<file path="src/rtl/shared_llq_fifo_pkg.sv">
// Shared defaults and types for the linked-list shared FIFO.
// Optional per-FIFO occupancy counters are enabled with `define LLQ_COUNT_EN.
package shared_llq_fifo_pkg;

    localparam int unsigned LLQ_WIDTH     = 8;
    localparam int unsigned LLQ_DEPTH     = 8;
    localparam int unsigned LLQ_NUM_FIFOS = 4;

    // Free-list operation encoding: {release, alloc}
    typedef enum logic [1:0] {
        FL_IDLE    = 2'b00,
        FL_ALLOC   = 2'b01,
        FL_RELEASE = 2'b10,
        FL_BOTH    = 2'b11
    } fl_op_e;

    // Low bit of FIFO idx's field inside the flattened count bus.
    function automatic int unsigned cnt_lo(input int unsigned idx, input int unsigned cw);
        return idx * cw;
    endfunction

endpackage

</file>
<file path="src/rtl/shared_llq_fifo_free_list.sv">
// Free list of shared entries: head/tail/next links, free count and registered full.
module shared_llq_fifo_free_list
    import shared_llq_fifo_pkg::*;
#(
    parameter int unsigned DEPTH     = LLQ_DEPTH,
    parameter int unsigned PTR_WIDTH = $clog2(DEPTH),
    parameter int unsigned CNT_WIDTH = $clog2(DEPTH + 1)
) (
    input  logic                 clk,
    input  logic                 rst,
    input  logic                 alloc,
    input  logic                 rel,
    input  logic [PTR_WIDTH-1:0] rel_ptr,
    output logic [PTR_WIDTH-1:0] alloc_ptr,
    output logic                 full
);

    logic [PTR_WIDTH-1:0] head;
    logic [PTR_WIDTH-1:0] tail;
    logic [PTR_WIDTH-1:0] nxt [DEPTH];
    logic [CNT_WIDTH-1:0] free_cnt;
    logic [CNT_WIDTH-1:0] free_cnt_next;
    fl_op_e               op;

    assign op        = fl_op_e'({rel, alloc});
    assign alloc_ptr = head;

    always_comb begin
        free_cnt_next = free_cnt;
        case (op)
            FL_ALLOC:   free_cnt_next = free_cnt - CNT_WIDTH'(1);
            FL_RELEASE: free_cnt_next = free_cnt + CNT_WIDTH'(1);
            default:    free_cnt_next = free_cnt;
        endcase
    end

    always_ff @(posedge clk) begin
        if (rst) begin
            head     <= '0;
            tail     <= PTR_WIDTH'(DEPTH - 1);
            free_cnt <= CNT_WIDTH'(DEPTH);
            full     <= 1'b0;
            for (int unsigned i = 0; i < DEPTH; i++) begin
                nxt[i] <= PTR_WIDTH'((i + 1) % DEPTH);
            end
        end else begin
            free_cnt <= free_cnt_next;
            full     <= (free_cnt_next == '0);
            case (op)
                FL_ALLOC: head <= nxt[head];
                FL_RELEASE: begin
                    if (free_cnt == '0) head <= rel_ptr;
                    else                nxt[tail] <= rel_ptr;
                    tail <= rel_ptr;
                end
                FL_BOTH: begin
                    // Last free entry is consumed while the released one becomes the sole free entry
                    if (free_cnt == CNT_WIDTH'(1)) begin
                        head <= rel_ptr;
                    end else begin
                        head      <= nxt[head];
                        nxt[tail] <= rel_ptr;
                    end
                    tail <= rel_ptr;
                end
                default: ;
            endcase
        end
    end

endmodule

</file>
<file path="src/rtl/shared_llq_fifo.sv">
// NUM_FIFOS linked-list FIFOs sharing one DEPTH-entry memory; one push and one pop per cycle.
// Define LLQ_COUNT_EN to add per-FIFO occupancy registers on the count port.
module shared_llq_fifo
    import shared_llq_fifo_pkg::*;
#(
    parameter int unsigned WIDTH     = LLQ_WIDTH,
    parameter int unsigned DEPTH     = LLQ_DEPTH,
    parameter int unsigned NUM_FIFOS = LLQ_NUM_FIFOS,
    parameter int unsigned PTR_WIDTH = $clog2(DEPTH),
    parameter int unsigned SEL_WIDTH = $clog2(NUM_FIFOS),
    parameter int unsigned CNT_WIDTH = $clog2(DEPTH + 1)
) (
    input  logic                 clk,
    input  logic                 rst,
    input  logic                 push,
    input  logic [SEL_WIDTH-1:0] push_sel,
    input  logic [WIDTH-1:0]     data_in,
    input  logic                 pop,
    input  logic [SEL_WIDTH-1:0] pop_sel,
    output logic                 full,
    output logic [NUM_FIFOS-1:0] empty,
    output logic [WIDTH-1:0]     data_out,
    output logic                 data_valid,
    output logic                 err
`ifdef LLQ_COUNT_EN
    ,
    output logic [NUM_FIFOS*CNT_WIDTH-1:0] count
`endif
);

    logic [WIDTH-1:0]     mem  [DEPTH];
    logic [PTR_WIDTH-1:0] link [DEPTH];
    logic [PTR_WIDTH-1:0] head [NUM_FIFOS];
    logic [PTR_WIDTH-1:0] tail [NUM_FIFOS];

    logic                 push_ok;
    logic                 pop_ok;
    logic                 same_last;
    logic [PTR_WIDTH-1:0] alloc_ptr;
    logic [PTR_WIDTH-1:0] pop_ptr;

    assign push_ok   = push & ~full;
    assign pop_ok    = pop & ~empty[pop_sel];
    assign pop_ptr   = head[pop_sel];
    // Push lands on a FIFO whose only entry is leaving this cycle
    assign same_last = pop_ok & (pop_sel == push_sel) & (head[push_sel] == tail[push_sel]);

    shared_llq_fifo_free_list #(
        .DEPTH     (DEPTH),
        .PTR_WIDTH (PTR_WIDTH),
        .CNT_WIDTH (CNT_WIDTH)
    ) u_free_list (
        .clk       (clk),
        .rst       (rst),
        .alloc     (push_ok),
        .rel       (pop_ok),
        .rel_ptr   (pop_ptr),
        .alloc_ptr (alloc_ptr),
        .full      (full)
    );

    always_ff @(posedge clk) begin
        if (!rst && push_ok) mem[alloc_ptr] <= data_in;
    end

    always_ff @(posedge clk) begin
        if (!rst && push_ok && !empty[push_sel] && !same_last) link[tail[push_sel]] <= alloc_ptr;
    end

    // empty doubles as the inverted head-valid flag of each list
    always_ff @(posedge clk) begin
        if (rst) begin
            data_out   <= '0;
            data_valid <= 1'b0;
            err        <= 1'b0;
            empty      <= '1;
            for (int unsigned i = 0; i < NUM_FIFOS; i++) begin
                head[i] <= '0;
                tail[i] <= '0;
            end
        end else begin
            err        <= (push & full) | (pop & empty[pop_sel]);
            data_valid <= pop_ok;
            if (pop_ok) data_out <= mem[pop_ptr];
            for (int unsigned i = 0; i < NUM_FIFOS; i++) begin
                if (pop_ok && pop_sel == SEL_WIDTH'(i)) begin
                    if (head[i] == tail[i]) begin
                        if (push_ok && push_sel == SEL_WIDTH'(i)) begin
                            head[i] <= alloc_ptr;
                            tail[i] <= alloc_ptr;
                        end else begin
                            empty[i] <= 1'b1;
                        end
                    end else begin
                        head[i] <= link[head[i]];
                        if (push_ok && push_sel == SEL_WIDTH'(i)) tail[i] <= alloc_ptr;
                    end
                end else if (push_ok && push_sel == SEL_WIDTH'(i)) begin
                    tail[i] <= alloc_ptr;
                    if (empty[i]) begin
                        head[i]  <= alloc_ptr;
                        empty[i] <= 1'b0;
                    end
                end
            end
        end
    end

`ifdef LLQ_COUNT_EN
    logic [CNT_WIDTH-1:0] occ [NUM_FIFOS];

    always_ff @(posedge clk) begin
        if (rst) begin
            for (int unsigned i = 0; i < NUM_FIFOS; i++) occ[i] <= '0;
        end else begin
            for (int unsigned i = 0; i < NUM_FIFOS; i++) begin
                case ({push_ok && push_sel == SEL_WIDTH'(i), pop_ok && pop_sel == SEL_WIDTH'(i)})
                    2'b10:   occ[i] <= occ[i] + CNT_WIDTH'(1);
                    2'b01:   occ[i] <= occ[i] - CNT_WIDTH'(1);
                    default: occ[i] <= occ[i];
                endcase
            end
        end
    end

    for (genvar g = 0; g < NUM_FIFOS; g++) begin : g_count
        assign count[cnt_lo(g, CNT_WIDTH) +: CNT_WIDTH] = occ[g];
    end
`endif

endmodule
</file>
<file path="config.mk">
export PLATFORM = sky130hd
export DESIGN_NAME = shared_llq_fifo
export DESIGN_NICKNAME = d
export VERILOG_FILES = /design/src/rtl/shared_llq_fifo_pkg.sv /design/src/rtl/shared_llq_fifo_free_list.sv /design/src/rtl/shared_llq_fifo.sv
export SDC_FILE = /design/constraint.sdc
export NUM_CORES = 1
export LEC_CHECK = 0
export CORE_ASPECT_RATIO = 0.8
export CORE_UTILIZATION = 38
export CTS_CLUSTER_SIZE = 10
export DETAILED_ROUTE_END_ITERATION = 8
export MAX_ROUTING_LAYER = met4
export PLACE_DENSITY = 0.52
export SLEW_MARGIN = 20
export SYNTH_ARGS = -nofsm -noshare
export SYNTH_HDL_FRONTEND = slang
export SYNTH_SLANG_ARGS = --single-unit
</file>
<file path="constraint.sdc">
create_clock -name clk -period 7.3 [get_ports clk]
set_clock_uncertainty 0.05 [all_clocks]
set_input_delay 1.46 -clock clk [delete_from_list [all_inputs] [get_ports clk]]
set_output_delay 1.46 -clock clk [all_outputs]
set_load 0.005 [all_outputs]
</file>
==> results.py <==
metrics = {
    "drt": {
        "drc_errors": 2,
        "wl_per_cell_um": 22.6,
        "antenna_left": 0,
        "drt_pass1_iterations": 7,
        "drt_iter0_drc": 352,
        "num_vias": 5003,
        "drt-total-wl_um": 19900,
        "vias_per_cell": 5.70,
    },
    "power_and_ir_drop": {
        "leakage_nw": 3.02,
        "totalPowerFinal_mw": 2.26,
        "power_density_nw_per_um2": 246,
        "vdd_drop_max_uv": 126,
    },
    "synth": {
        "syn_nets": 605,
        "synth_area_leaders": "edfxtp_1, mux4_2, dfxtp_1",
        "yosysTopAreaCell": "edfxtp_1",
        "synthFlopType": "edfxtp_1",
        "synth_cells": 580,
        "synth_warnings": 0,
        "yosysUniqueCellTypes": 57,
        "synth_top_area_share": 0.503,
        "async_flop_share": 0,
        "synth-seq-area-share": 0.572,
        "syn_area_um2": 8120,
        "synth_edf_count": 136,
        "synth_area_per_cell_um2": 14.0,
        "ys_ff_latch": 164,
    },
    "cts": {
        "root_buffer": "clkbuf_16",
        "insertion_delay_ns": 0.43,
        "ctsHoldBuffers": 0,
        "cts_resized": 0,
        "cts.htree.levels": 4,
        "cts_buffers": 17,
        "post-cts-setup-buffers": 0,
        "cts.sinks": 164,
        "tritoncts": "built",
        "clockBufferDepth": 2,
        "cts.clk_slew.worst_paths_ns": 0.06,
    },
    "hold_path": {
        "holdCritStartpoint": "u_free_list.tail[1]",
        "hold_path.class": "reg2reg",
    },
    "layout": {
        "drive_gt1_frac": 0.187,
        "mostFrequentLayoutCells": "edfxtp_1, mux2i_1, nor2_1",
        "stdcell_area_um2": 9190,
        "mostFrequentLayoutCell": "edfxtp_1",
        "final_cells": 878,
        "syn_to_final_growth_pct": 13.2,
        "nets": 621,
        "diodes": 0,
        "utilization": 0.441,
    },
    "timing": {
        "fin_crit_sh": 0.666,
        "hold_slack_ns": 0.506,
        "hold_violations": 0,
        "setup_ws_ns": 2.44,
        "fmax_mhz": 206,
        "finalSetupViolCount": 0,
        "drv_slew": 0,
        "rsz0062_at_grt": "no",
        "fin_setup_tns_ns": 0,
        "worst_pin_slew_ns": 1.08,
        "period_needed_ns": 4.86,
        "relSlewSlack": 0.279,
    },
    "placement": {
        "gp_congestion": 0.861,
        "placed_cells": 846,
        "dp_hpwl_um": 13400,
        "port_buffers": 30,
        "pre_cts_ws_ns": 1.69,
        "placed_cell_area_um2": 8620,
    },
    "grt": {
        "track_usage": 0.199,
        "grt_pass1_vias": 5068,
        "antenna_found_initial": 0,
        "grt_max_degree": 35,
        "grt-ovfl-total": 0,
        "grt_pass1_wl_um": 30700,
    },
    "critical_path": {
        "cp-start-kind": "primary input",
        "worstPathArrival_ns": 5.15,
        "critical_path_class": "in2reg",
        "critPathCaptureType": "flop",
        "r2r-start": "empty[2]",
        "worstPathMaxFanout": 15,
        "required_ns": 7.59,
        "cp-startpoint": "pop_sel[0]",
    },
    "floorplan": {
        "fp.dieH_um": 133,
        "die_w_um": 165,
        "placementRows": 47,
        "io_pins": 31,
        "start_util": 0.390,
        "die-area_um2": 22000,
        "design.core.area_um2": 20800,
    },
    "status": {
        "status": "complete, but fails checks",
        "failed_checks": "design-rule violations",
    },
    "run": {
        "maxCapViolations": 0,
    },
}
worst max-delay path: stages:
cell	delay (ns)
clkdlybuf4s50_1	0.87
mux4_2	0.65
nor2_2	0.55
inv_2	0.20
ha_1	0.31
nand4b_1	0.20
a221o_1	0.36
a221o_1	0.36
nor3b_1	0.18
cells by family (layout without fill, tap and decap cells):
| group | Yosys count | in the layout | synth area share |
|---|---|---|---|
| AOI/OAI and AO/OA | 78 | 78 | 0.0718 |
| xor gates and xnor gates | 16 | 16 | 0.0173 |
| adders and majority gates | 9 | 9 | 0.0139 |
| buffers and inverters | 50 | 79 | 0.0268 |
| DFF | 164 | 164 | 0.572 |
| muxes | 113 | 113 | 0.203 |
| and+or+nand+nor | 150 | 150 | 0.0948 |
Yosys cell counts, drive strengths merged (12+ instances only):
| master | count |
|---|---|
| xor2 | 13 |
| nor2 | 45 |
| dfxtp | 28 |
| mux2i | 49 |
| edfxtp | 136 |
| nor3 | 22 |
| mux2 | 25 |
| nand2 | 31 |
| o21ai | 17 |
| mux4 | 39 |
| buf | 16 |
| inv | 12 |
| clkbuf | 21 |
worst paths after layout:
kind | cells past startpoint | to | slack, ns
min reg2reg | 2 | u_free_list.tail[1] | 0.51
max reg2reg | 8 | u_free_list.full | 4.03
max | 9 | u_free_list.full | 2.44
min | 2 | u_free_list.tail[1] | 0.51
where the power goes:
group          switching [mW]  leakage, nW  total, mW  internal (mW)
Clock                   0.407        0.272      0.869          0.462
Combinational           0.146         1.27      0.274          0.128
Sequential             0.0650         1.48       1.12           1.06
flip-flops by register name (all words and copies together) (netlist names), 3 cells and up, named ones only:
name and count:
data_out 8, u_free_list.nxt 24, tail 12, u_free_list.alloc_ptr 3
head 12, u_free_list.tail 3, mem 64, empty 4
u_free_list.free_cnt 4, link 24
layer usage:
layer | global-route usage | part of all wire | wire (µm) | up-vias
met4 | 0.0687 | 0.014 | 283 | 0
met2 | 0.287 | 0.46 | 9140 | 155
met3 | 0.0376 | 0.057 | 1140 | 23
met5 | - | 0 | 0 | -
met1 | 0.280 | 0.47 | 9300 | 2525
li1 | - | - | - | 2300
cell type report:
type                            count  area [µm²]
Clock inverter                     13         128
Multi-Input combinational cell    366        3260
Inverter                           13        48.8
Sequential cell                   164        4640
Clock buffer                       19         443
Fill cell                        1886       11600
Timing Repair Buffer               34         330
Tap cell                          269         337
No activity file was read; power rests on OpenSTA's default activity.
